File: config.mk
export PLATFORM = sky130hd
export DESIGN_NAME = mem_addr_gen_flat
export DESIGN_NICKNAME = d
export VERILOG_FILES = /design/src/rtl/mem_addr_gen_pkg.sv /design/src/rtl/mem_addr_gen_if.sv /design/src/rtl/mem_addr_gen_bank_map.sv /design/src/rtl/mem_addr_gen.sv /design/src/flat_wrapper.sv
export SDC_FILE = /design/constraint.sdc
export NUM_CORES = 1
export LEC_CHECK = 0
export BUFFER_PORTS_ARGS = -buffer_cell sky130_fd_sc_hd__buf_2
export CAP_MARGIN = 20
export CORE_MARGIN = 2
export CORE_UTILIZATION = 49
export CTS_CLUSTER_DIAMETER = 120
export CTS_CLUSTER_SIZE = 16
export DETAILED_ROUTE_END_ITERATION = 10
export PLACE_DENSITY = 0.89
export SYNTH_ARGS = -nofsm -noshare
export SYNTH_HDL_FRONTEND = slang
export SYNTH_SLANG_ARGS = --single-unit
File: constraint.sdc
create_clock -name clk -period 4.2 [get_ports clk]
set_input_delay 0.21 -clock clk [delete_from_list [all_inputs] [get_ports clk]]
set_output_delay 0.21 -clock clk [all_outputs]
set_load 0.01 [all_outputs]
File: src/rtl/mem_addr_gen_pkg.sv
// Shared constants, FSM state type and the digit-sum bank mapping used by the
// coefficient-memory sequencer and the NTT address unit.
package mem_addr_gen_pkg;

    localparam int DEGREE    = 4096;
    localparam int BANK_W    = 4;
    localparam int NUM_BANKS = 2 ** BANK_W;
    localparam int MA_W      = 8;
    localparam int IDX_W     = 12;
    localparam int D_W       = 32;
    localparam int RD_LAT    = 1;
    localparam int DIGITS    = IDX_W / BANK_W;

    typedef enum logic [2:0] {
        ST_IDLE  = 3'd0,
        ST_FILL  = 3'd1,
        ST_DUMP  = 3'd2,
        ST_DRAIN = 3'd3,
        ST_FIN   = 3'd4
    } state_e;

    // Bank = sum of the BANK_W-bit digits of the index, wrapped to BANK_W bits.
    function automatic logic [BANK_W-1:0] bank_of(input logic [IDX_W-1:0] idx);
        logic [BANK_W-1:0] acc;
        acc = '0;
        for (int j = 0; j < DIGITS; j++) begin
            acc = acc + idx[j*BANK_W +: BANK_W];
        end
        return acc;
    endfunction

endpackage

File: src/rtl/mem_addr_gen_if.sv
// Control, fill-stream, memory-port and dump-stream signals of the sequencer.
// Handshake: a fill beat transfers on a cycle where in_valid and in_ready are both high; out_valid qualifies out_data/out_idx with no back-pressure.
interface mem_addr_gen_if;
    import mem_addr_gen_pkg::*;

    logic              start;
    logic              mode;
    logic              in_valid;
    logic [D_W-1:0]    in_data;
    logic              in_ready;
    logic [BANK_W-1:0] BN_idx;
    logic [MA_W-1:0]   MA_idx;
    logic [D_W-1:0]    data_in;
    logic              w_enable;
    logic              r_enable;
    logic [D_W-1:0]    memory_ans;
    logic              out_valid;
    logic [D_W-1:0]    out_data;
    logic [IDX_W-1:0]  out_idx;
    logic              busy;
    logic              done;

    modport master (
        input  start, mode, in_valid, in_data, memory_ans,
        output in_ready, BN_idx, MA_idx, data_in, w_enable, r_enable,
               out_valid, out_data, out_idx, busy, done
    );

    modport slave (
        output start, mode, in_valid, in_data, memory_ans,
        input  in_ready, BN_idx, MA_idx, data_in, w_enable, r_enable,
               out_valid, out_data, out_idx, busy, done
    );

endinterface

File: src/rtl/mem_addr_gen_bank_map.sv
// Combinational coefficient index -> (bank, address within bank) mapping.
module mem_addr_gen_bank_map
    import mem_addr_gen_pkg::*;
(
    input  logic [IDX_W-1:0]  idx_i,
    output logic [BANK_W-1:0] bn_o,
    output logic [MA_W-1:0]   ma_o
);

    assign bn_o = bank_of(idx_i);
    assign ma_o = idx_i[IDX_W-1:BANK_W];

endmodule

File: src/rtl/mem_addr_gen.sv
// Sequencer that walks indices 0..DEGREE-1, filling the banked memory from a
// stream or dumping it back out tagged with each coefficient's index.
module mem_addr_gen
    import mem_addr_gen_pkg::*;
(
    input  logic           clk,
    input  logic           rst,
    mem_addr_gen_if.master bus,
    output state_e         state_o
);

    localparam logic [IDX_W-1:0] K_LAST     = IDX_W'(DEGREE - 1);
    localparam logic [3:0]       DRAIN_LAST = 4'(RD_LAT - 1);

    state_e            state_q, state_d;
    logic [IDX_W-1:0]  k_q, k_d;
    logic [3:0]        drain_q, drain_d;
    logic [BANK_W-1:0] bn_q, bn_d;
    logic [MA_W-1:0]   ma_q, ma_d;
    logic [D_W-1:0]    din_q, din_d;
    logic              we_q, we_d;
    logic              re_q, re_d;
    logic [IDX_W-1:0]  ridx_q, ridx_d;

    logic [RD_LAT-1:0]            vld_pipe_q;
    logic [RD_LAT-1:0][IDX_W-1:0] idx_pipe_q;

    logic [BANK_W-1:0] map_bn;
    logic [MA_W-1:0]   map_ma;

    mem_addr_gen_bank_map u_bank_map (
        .idx_i (k_q),
        .bn_o  (map_bn),
        .ma_o  (map_ma)
    );

    always_comb begin
        state_d = state_q;
        k_d     = k_q;
        drain_d = drain_q;
        bn_d    = '0;
        ma_d    = '0;
        din_d   = '0;
        we_d    = 1'b0;
        re_d    = 1'b0;
        ridx_d  = '0;
        case (state_q)
            ST_IDLE: begin
                if (bus.start) state_d = bus.mode ? ST_DUMP : ST_FILL;
            end
            ST_FILL: begin
                if (bus.in_valid) begin
                    we_d  = 1'b1;
                    bn_d  = map_bn;
                    ma_d  = map_ma;
                    din_d = bus.in_data;
                    if (k_q == K_LAST) state_d = ST_FIN;
                    else               k_d     = k_q + IDX_W'(1);
                end
            end
            ST_DUMP: begin
                re_d   = 1'b1;
                bn_d   = map_bn;
                ma_d   = map_ma;
                ridx_d = k_q;
                if (k_q == K_LAST) begin
                    state_d = ST_DRAIN;
                    drain_d = '0;
                end else begin
                    k_d = k_q + IDX_W'(1);
                end
            end
            ST_DRAIN: begin
                // Wait for the last read's data to leave the delay line.
                if (drain_q == DRAIN_LAST) state_d = ST_FIN;
                else                       drain_d = drain_q + 4'd1;
            end
            ST_FIN: begin
                state_d = ST_IDLE;
                k_d     = '0;
            end
            default: state_d = ST_IDLE;
        endcase
    end

    always_ff @(posedge clk) begin
        if (rst) begin
            state_q    <= ST_IDLE;
            k_q        <= '0;
            drain_q    <= '0;
            bn_q       <= '0;
            ma_q       <= '0;
            din_q      <= '0;
            we_q       <= 1'b0;
            re_q       <= 1'b0;
            ridx_q     <= '0;
            vld_pipe_q <= '0;
            idx_pipe_q <= '0;
        end else begin
            state_q       <= state_d;
            k_q           <= k_d;
            drain_q       <= drain_d;
            bn_q          <= bn_d;
            ma_q          <= ma_d;
            din_q         <= din_d;
            we_q          <= we_d;
            re_q          <= re_d;
            ridx_q        <= ridx_d;
            vld_pipe_q[0] <= re_q;
            idx_pipe_q[0] <= ridx_q;
            for (int i = 1; i < RD_LAT; i++) begin
                vld_pipe_q[i] <= vld_pipe_q[i-1];
                idx_pipe_q[i] <= idx_pipe_q[i-1];
            end
        end
    end

    assign bus.in_ready  = (state_q == ST_FILL);
    assign bus.BN_idx    = bn_q;
    assign bus.MA_idx    = ma_q;
    assign bus.data_in   = din_q;
    assign bus.w_enable  = we_q;
    assign bus.r_enable  = re_q;
    assign bus.out_valid = vld_pipe_q[RD_LAT-1];
    assign bus.out_idx   = idx_pipe_q[RD_LAT-1];
    assign bus.out_data  = vld_pipe_q[RD_LAT-1] ? bus.memory_ans : '0;
    assign bus.busy      = (state_q != ST_IDLE);
    assign bus.done      = (state_q == ST_FIN);
    assign state_o       = state_q;

endmodule
File: src/flat_wrapper.sv
// flat-port wrapper written by rule: the top's interface ports become plain ports
module mem_addr_gen_flat import mem_addr_gen_pkg::*;
  (clk, rst, state_o, bus_start, bus_mode, bus_in_valid, bus_in_data, bus_memory_ans, bus_in_ready, bus_BN_idx, bus_MA_idx, bus_data_in, bus_w_enable, bus_r_enable, bus_out_valid, bus_out_data, bus_out_idx, bus_busy, bus_done);
  mem_addr_gen_if bus_i ();
  input  logic clk;
  input  logic rst;
  output state_e state_o;
  input wire logic [$bits(bus_i.start)-1:0] bus_start;
  input wire logic [$bits(bus_i.mode)-1:0] bus_mode;
  input wire logic [$bits(bus_i.in_valid)-1:0] bus_in_valid;
  input wire logic [$bits(bus_i.in_data)-1:0] bus_in_data;
  input wire logic [$bits(bus_i.memory_ans)-1:0] bus_memory_ans;
  output wire logic [$bits(bus_i.in_ready)-1:0] bus_in_ready;
  output wire logic [$bits(bus_i.BN_idx)-1:0] bus_BN_idx;
  output wire logic [$bits(bus_i.MA_idx)-1:0] bus_MA_idx;
  output wire logic [$bits(bus_i.data_in)-1:0] bus_data_in;
  output wire logic [$bits(bus_i.w_enable)-1:0] bus_w_enable;
  output wire logic [$bits(bus_i.r_enable)-1:0] bus_r_enable;
  output wire logic [$bits(bus_i.out_valid)-1:0] bus_out_valid;
  output wire logic [$bits(bus_i.out_data)-1:0] bus_out_data;
  output wire logic [$bits(bus_i.out_idx)-1:0] bus_out_idx;
  output wire logic [$bits(bus_i.busy)-1:0] bus_busy;
  output wire logic [$bits(bus_i.done)-1:0] bus_done;
  assign bus_i.start = bus_start;
  assign bus_i.mode = bus_mode;
  assign bus_i.in_valid = bus_in_valid;
  assign bus_i.in_data = bus_in_data;
  assign bus_i.memory_ans = bus_memory_ans;
  assign bus_in_ready = bus_i.in_ready;
  assign bus_BN_idx = bus_i.BN_idx;
  assign bus_MA_idx = bus_i.MA_idx;
  assign bus_data_in = bus_i.data_in;
  assign bus_w_enable = bus_i.w_enable;
  assign bus_r_enable = bus_i.r_enable;
  assign bus_out_valid = bus_i.out_valid;
  assign bus_out_data = bus_i.out_data;
  assign bus_out_idx = bus_i.out_idx;
  assign bus_busy = bus_i.busy;
  assign bus_done = bus_i.done;
  mem_addr_gen u_core (.clk(clk), .rst(rst), .bus(bus_i), .state_o(state_o));
endmodule
==> impl_metrics.tcl, run 1 <==
set metrics [dict create \
    drive_above_1_share 0.384 \
    syn_inst 339 \
    final_util 0.665 \
    crit_arrival_ns 2.60 \
    cp.depth 10 \
    die_h_um 88.1 \
    yosysWarnings 0 \
    htreeDepth 3 \
    grt_pass1_vias 2695 \
    grt-ovfl-total 0 \
    layout.nets 575 \
    clk_pin_slew_ns 0.11 \
    dp_hpwl_um 6360 \
    crit_chain "inv_1 > fa_1 > inv_1 > ha_1 > inv_1 > fa_1 > xnor2_1 > xnor2_1 > xnor2_1 > nor3_1" \
    synth_cell_types 50 \
    pre_cts_slack_ns 1.86 \
    endpoint "u_core.bus.BN_idx[3]" \
    layout_setup_ws_ns 1.82 \
    cpMaxStageDelayCell "dfxtp_1" \
    postCtsHoldBufs 0 \
    status "completed" \
    die-area_um2 7760 \
    rr_startpoint "u_core.k_q[5]" \
    p_per_area_nw_per_um2 408 \
    finalHoldViolCount 0 \
    relSlewSlack 0.552 \
    cts_setup_buffers 0 \
    crit_family "adder cells" \
    setup_tns_ns 0 \
    postLayoutCellArea_um2 4540 \
    gp_congestion 0.919 \
    ys_seq_elements 90 \
    p_clk_frac 0.312 \
    ys_seq_area_frac 0.520 \
    worst_setup_path_start_kind "register" \
    combinationalPowerShare 0.178 \
    cp-end-kind "register" \
    mostFrequentLayoutCells "buf_2 (165), dfxtp_1 (90), and2_1 (80)" \
    setup_violations 0 \
    clockRootBuffer "clkbuf_8" \
    synth_flop_cell "dfxtp_1" \
    switchingPower_uw 575 \
    seq_power_share 0.510 \
    max_cap_viol_count 0 \
    clk_path_buf_depth 2 \
    routedWlPerCell_um 13.8 \
    slew_viol_final 0 \
    regArea_um2 1800 \
    synth.cell_area_um2 3460 \
    worstPathMaxFanout 6 \
    grt_max_degree 34 \
    required_ns 4.42 \
    power_switching_share 0.311 \
    core_area_um2 6830 \
    slowest_delay_ns 0.47 \
    skew_ns 0.0115 \
    p_int_mw 1.28 \
    ios 166 \
    grt_pass1_wl_um 12200 \
    num_antenna_cells 0 \
    wl_um 8270 \
    hp-class "input port to register" \
    path_buf_inv 3 \
    clk-insertion-delay-late_ns 0.37 \
    reg2reg_to "u_core.bus.BN_idx[3]" \
    rows 30 \
    area_growth_pct 31.1 \
    min_period_ns 2.38 \
    syn_nets 416 \
    cts_tree "built" \
    drc 0 \
    cts_num_sinks 90 \
    vias_per_cell 4.83 \
    start_util 0.507 \
    portBuffers 165 \
    tightest_slew_ns 0.671 \
    final_common_cell "buf_2" \
    clock.fmax_mhz 421 \
    vias 2895 \
    irDropWorstVdd_v 0.000394 \
    path_class "register to register" \
    multi_input_area_um2 1540 \
    rsz0062_at_grt "no" \
    power_mw 1.85 \
    drt-initial-drc-count 98 \
    fill_cells 571 \
    numCtsBuffers 9 \
    grt.total_usage 0.204 \
    period_share 0.566 \
    p_leak_nw 2.24 \
    critPathLaunch "u_core.k_q[5]" \
    reg2reg_depth 10 \
    synthArstFlopShare 0 \
    place_area_um2 4330 \
    synth-edff-count 0 \
    syn_avg_cell_area_um2 10.2 \
    antenna_found_initial 0 \
    dr.pass1.iters 4 \
    r2r_slack_ns 1.82 \
    cts_resized 0 \
    die_w_um 88.1 \
    antenna_left 0 \
]
-- power groups by stage --
stage	registers, mW	clock network (mW)	logic, mW
3_3_place_gp	0.959	0	0.320
5_1_grt	0.951	0.622	0.365
2_1_floorplan	0.954	0	0.223
3_5_place_dp	0.964	0	0.330
6_report	0.944	0.577	0.329
4_1_cts	0.944	0.588	0.331
-- cell type report --
cell class / instances / share of cell area
flip-flops and latches: 90 / 0.397
multi-input cells: 220 / 0.339
repair buffers: 165 / 0.182
clock buffers: 9 / 0.0273
well taps: 96 / 0.0265
clock inverters: 7 / 0.0190
inverters: 12 / 0.00992
-- synthesized netlist by cell type, types with 5 or more instances --
cell type,n,share of area
dfxtp_1,90,0.52
and2_1,80,0.14
nor2b_1,13,0.023
inv_1,12,0.013
clkbuf_1,11,0.012
nand2_1,11,0.012
nor2_1,11,0.012
nor3_1,11,0.016
a21oi_1,9,0.013
nand3_1,7,0.010
nor4_1,5,0.0090
or3_1,5,0.0090
xnor2_1,5,0.013
-- metrics by stage --
step           hold slack (ns)  cells
3_3_place_gp             0.409    583
4_1_cts                 0.0167    599
6_report                0.0309    599
3_5_place_dp             0.413    583
5_1_grt                0.00988    599
2_1_floorplan            0.332    339
-- registers in the layout (all words and copies together) (netlist names) --
signal / cells
u_core.bus.BN_idx: 4
u_core.bus.MA_idx: 8
u_core.bus.data_in: 32
u_core.bus.out_idx: 12
u_core.bus.out_valid: 1
u_core.bus.r_enable: 1
u_core.bus.w_enable: 1
u_core.drain_q: 4
u_core.k_q: 12
u_core.ridx_q: 12
u_core.state_o: 3
-- metal layers --
layer | track usage | vias up | wire (um) | share of wire
met5 | 0 | - | 0 | 0
met4 | 0.0950 | 0 | 124 | 0.015
met3 | 0.0584 | 13 | 577 | 0.070
met2 | 0.383 | 117 | 4490 | 0.54
met1 | 0.207 | 1317 | 3080 | 0.37
li1 | - | 1448 | - | -
-- kinds of logic (layout without fill, tap and decap cells) --
logic type,count (synthesis),after routing,share of synthesized area
multiplexers,4,4,0.0116
AND/OR/NAND/NOR,168,168,0.309
buffers and inverters,29,193,0.0358
flip-flops,90,90,0.520
XOR/XNOR,8,8,0.0202
adder cells (fa/ha/maj),8,8,0.0376
AO/OA/AOI/OAI,32,32,0.0661
-- how the worst min path moves through the flow --
stage	start	end	slack, ns	depth (start not counted)
5_1_grt	bus_in_data[19]	u_core.bus.data_in[19]	0.01	2
3_5_place_dp	bus_in_data[3]	u_core.bus.data_in[3]	0.41	2
2_1_floorplan	bus_in_data[0]	u_core.bus.data_in[0]	0.33	1
3_3_place_gp	bus_in_data[6]	u_core.bus.data_in[6]	0.41	2
6_report	bus_in_data[16]	u_core.bus.data_in[16]	0.03	2
4_1_cts	bus_in_data[21]	u_core.bus.data_in[21]	0.02	2
Power figures use the tool's default switching activity.
==> inputs of run 2 (changes only) <==
- CORE_UTILIZATION: 49 -> 46
- PLACE_DENSITY: 0.89 -> 0.85
- clock period: 4.2 -> 2.35 ns (I/O delays scaled with it)
==> run 2 against run 1 <==
  * Critical path depth unchanged
  * Clock skew up 0.00085 ns
  * Maximum frequency up 7.8%
  * Count of clock-buffer cells in the layout up 1
  * Highest routed layer unchanged
  * Worst hold slack better by 0.055 ns
  * First-iteration DRC count up 16%
  * Sequential share of layout area down 2.6 points
  * Largest power group unchanged
  * Routed wire length up 5.0%
  * Global-route usage up 0.18 points
  * Clock power up 85%
  * Sequential power up 79%
  * Final cell count up 6.0%
==> impl_metrics.tcl, run 2 (same netlist as run 1, synthesis figures left out) <==
set metrics [dict create \
    cp-end-kind "register" \
    cts_setup_buffers 0 \
    rows 31 \
    clk_path_buf_depth 2 \
    largest_reg_flops 32 \
    min_period_ns 2.20 \
    start_util 0.477 \
    status "completed" \
    combinationalPowerShare 0.186 \
    cpMaxStageDelayCell "fa_1" \
    dr.pass1.iters 4 \
    postLayoutCellArea_um2 4870 \
    skew_ns 0.0123 \
    mostFrequentLayoutCells "buf_2 (165), dfxtp_1 (88), and2_1 (80)" \
    r2r_slack_ns 0.15 \
    finalHoldViolCount 0 \
    slowest_delay_ns 0.47 \
    antenna_left 0 \
    final_util 0.672 \
    layout.nets 608 \
    cts_num_sinks 90 \
    num_antenna_cells 0 \
    max_cap_viol_count 0 \
    slew_viol_final 0 \
    dp_hpwl_um 6140 \
    switchingPower_uw 962 \
    clock.fmax_mhz 454 \
    p_int_mw 2.42 \
    routedWlPerCell_um 13.7 \
    numCtsBuffers 9 \
    path_class "register to register" \
    htreeDepth 3 \
    crit_chain "inv_1 > fa_1 > inv_1 > ha_1 > inv_1 > fa_1 > xnor2_1 > xnor2_1 > xnor2_1 > nor3_1" \
    p_clk_frac 0.316 \
    tightest_slew_ns 0.649 \
    core_area_um2 7250 \
    drt-initial-drc-count 114 \
    setup_tns_ns 0 \
    worst_setup_path_start_kind "register" \
    die_h_um 90.8 \
    grt-ovfl-total 0 \
    area_growth_pct 40.7 \
    grt_pass1_vias 2937 \
    p_leak_nw 2.38 \
    drive_above_1_share 0.366 \
    final_common_cell "buf_2" \
    grt.total_usage 0.206 \
    power_switching_share 0.284 \
    grt_max_degree 34 \
    place_area_um2 4340 \
    gp_congestion 0.859 \
    wl_um 8680 \
    clockRootBuffer "clkbuf_8" \
    ios 166 \
    period_share 0.938 \
    vias 3099 \
    required_ns 2.55 \
    seq_power_share 0.498 \
    grt_pass1_wl_um 13600 \
    hp-class "input port to register" \
    die-area_um2 8240 \
    clk_pin_slew_ns 0.09 \
    irDropWorstVdd_v 0.000546 \
    die_w_um 90.8 \
    clk-insertion-delay-late_ns 0.35 \
    drc 0 \
    p_per_area_nw_per_um2 695 \
    worstPathMaxFanout 5 \
    crit_arrival_ns 2.41 \
    vias_per_cell 4.88 \
    cts_tree "built" \
    setup_violations 0 \
    rsz0062_at_grt "no" \
    antenna_found_initial 0 \
    relSlewSlack 0.567 \
    portBuffers 165 \
]
## run 2: path summary, 6_finish.rpt
kind                            to  depth (start not counted)        startpoint
max           u_core.bus.BN_idx[3]                         10     u_core.k_q[1]
max reg2reg   u_core.bus.BN_idx[3]                         10     u_core.k_q[1]
min              u_core.state_o[1]                          3          bus_mode
min reg2reg  u_core.bus.out_idx[4]                          1  u_core.ridx_q[4]
## run 2: area by class of cell
type / instances / area [um2]
Fill cell: 596 / 2380
Multi-Input combinational cell: 220 / 1540
Sequential cell: 90 / 1800
Clock inverter: 6 / 70.1
Timing Repair Buffer: 198 / 1150
Inverter: 12 / 45.0
Clock buffer: 10 / 138
Tap cell: 99 / 124
## run 2: what timing repair did
item | in CTS | in global routing
hold buffers | 32 | 0
hold endpoints to repair | 32 | 0
endpoints found under the setup margin | 0 | 1
resized for setup | 0 | 2
## run 2: worst max-delay path: cells and delay by family (launching register included)
kind          cells  cell delay (ns)
xor+xnor          3             0.47
fa+ha+maj         3             0.97
buf+inv           3             0.19
flops             1             0.36
simple gates      1             0.06
## run 2: metal layers
layer	vias to the layer above	GRT usage	wire length (um)
met4	0	0.0934	269
met2	142	0.383	4560
met3	29	0.0618	675
met1	1415	0.210	3180
met5	-	0	0
li1	1513	-	-
## run 2: power groups by stage
stage	registers, mW	logic [mW]	clock network, mW
6_report	1.69	0.630	1.07
5_1_grt	1.70	0.692	1.17
4_1_cts	1.68	0.629	1.10
3_5_place_dp	1.72	0.585	0
3_3_place_gp	1.71	0.574	0
2_1_floorplan	1.70	0.399	0
## run 2: stage by stage
stage	cells	setup WS [ns]	total power, mW	hold slack (ns)
floorplan	339	0.180	2.10	0.239
global placement	587	0.176	2.29	0.317
detailed placement	587	0.103	2.31	0.322
CTS	635	0.0841	3.41	0.0532
global route	635	0.0109	3.56	0.0718
finish	635	0.147	3.39	0.0857
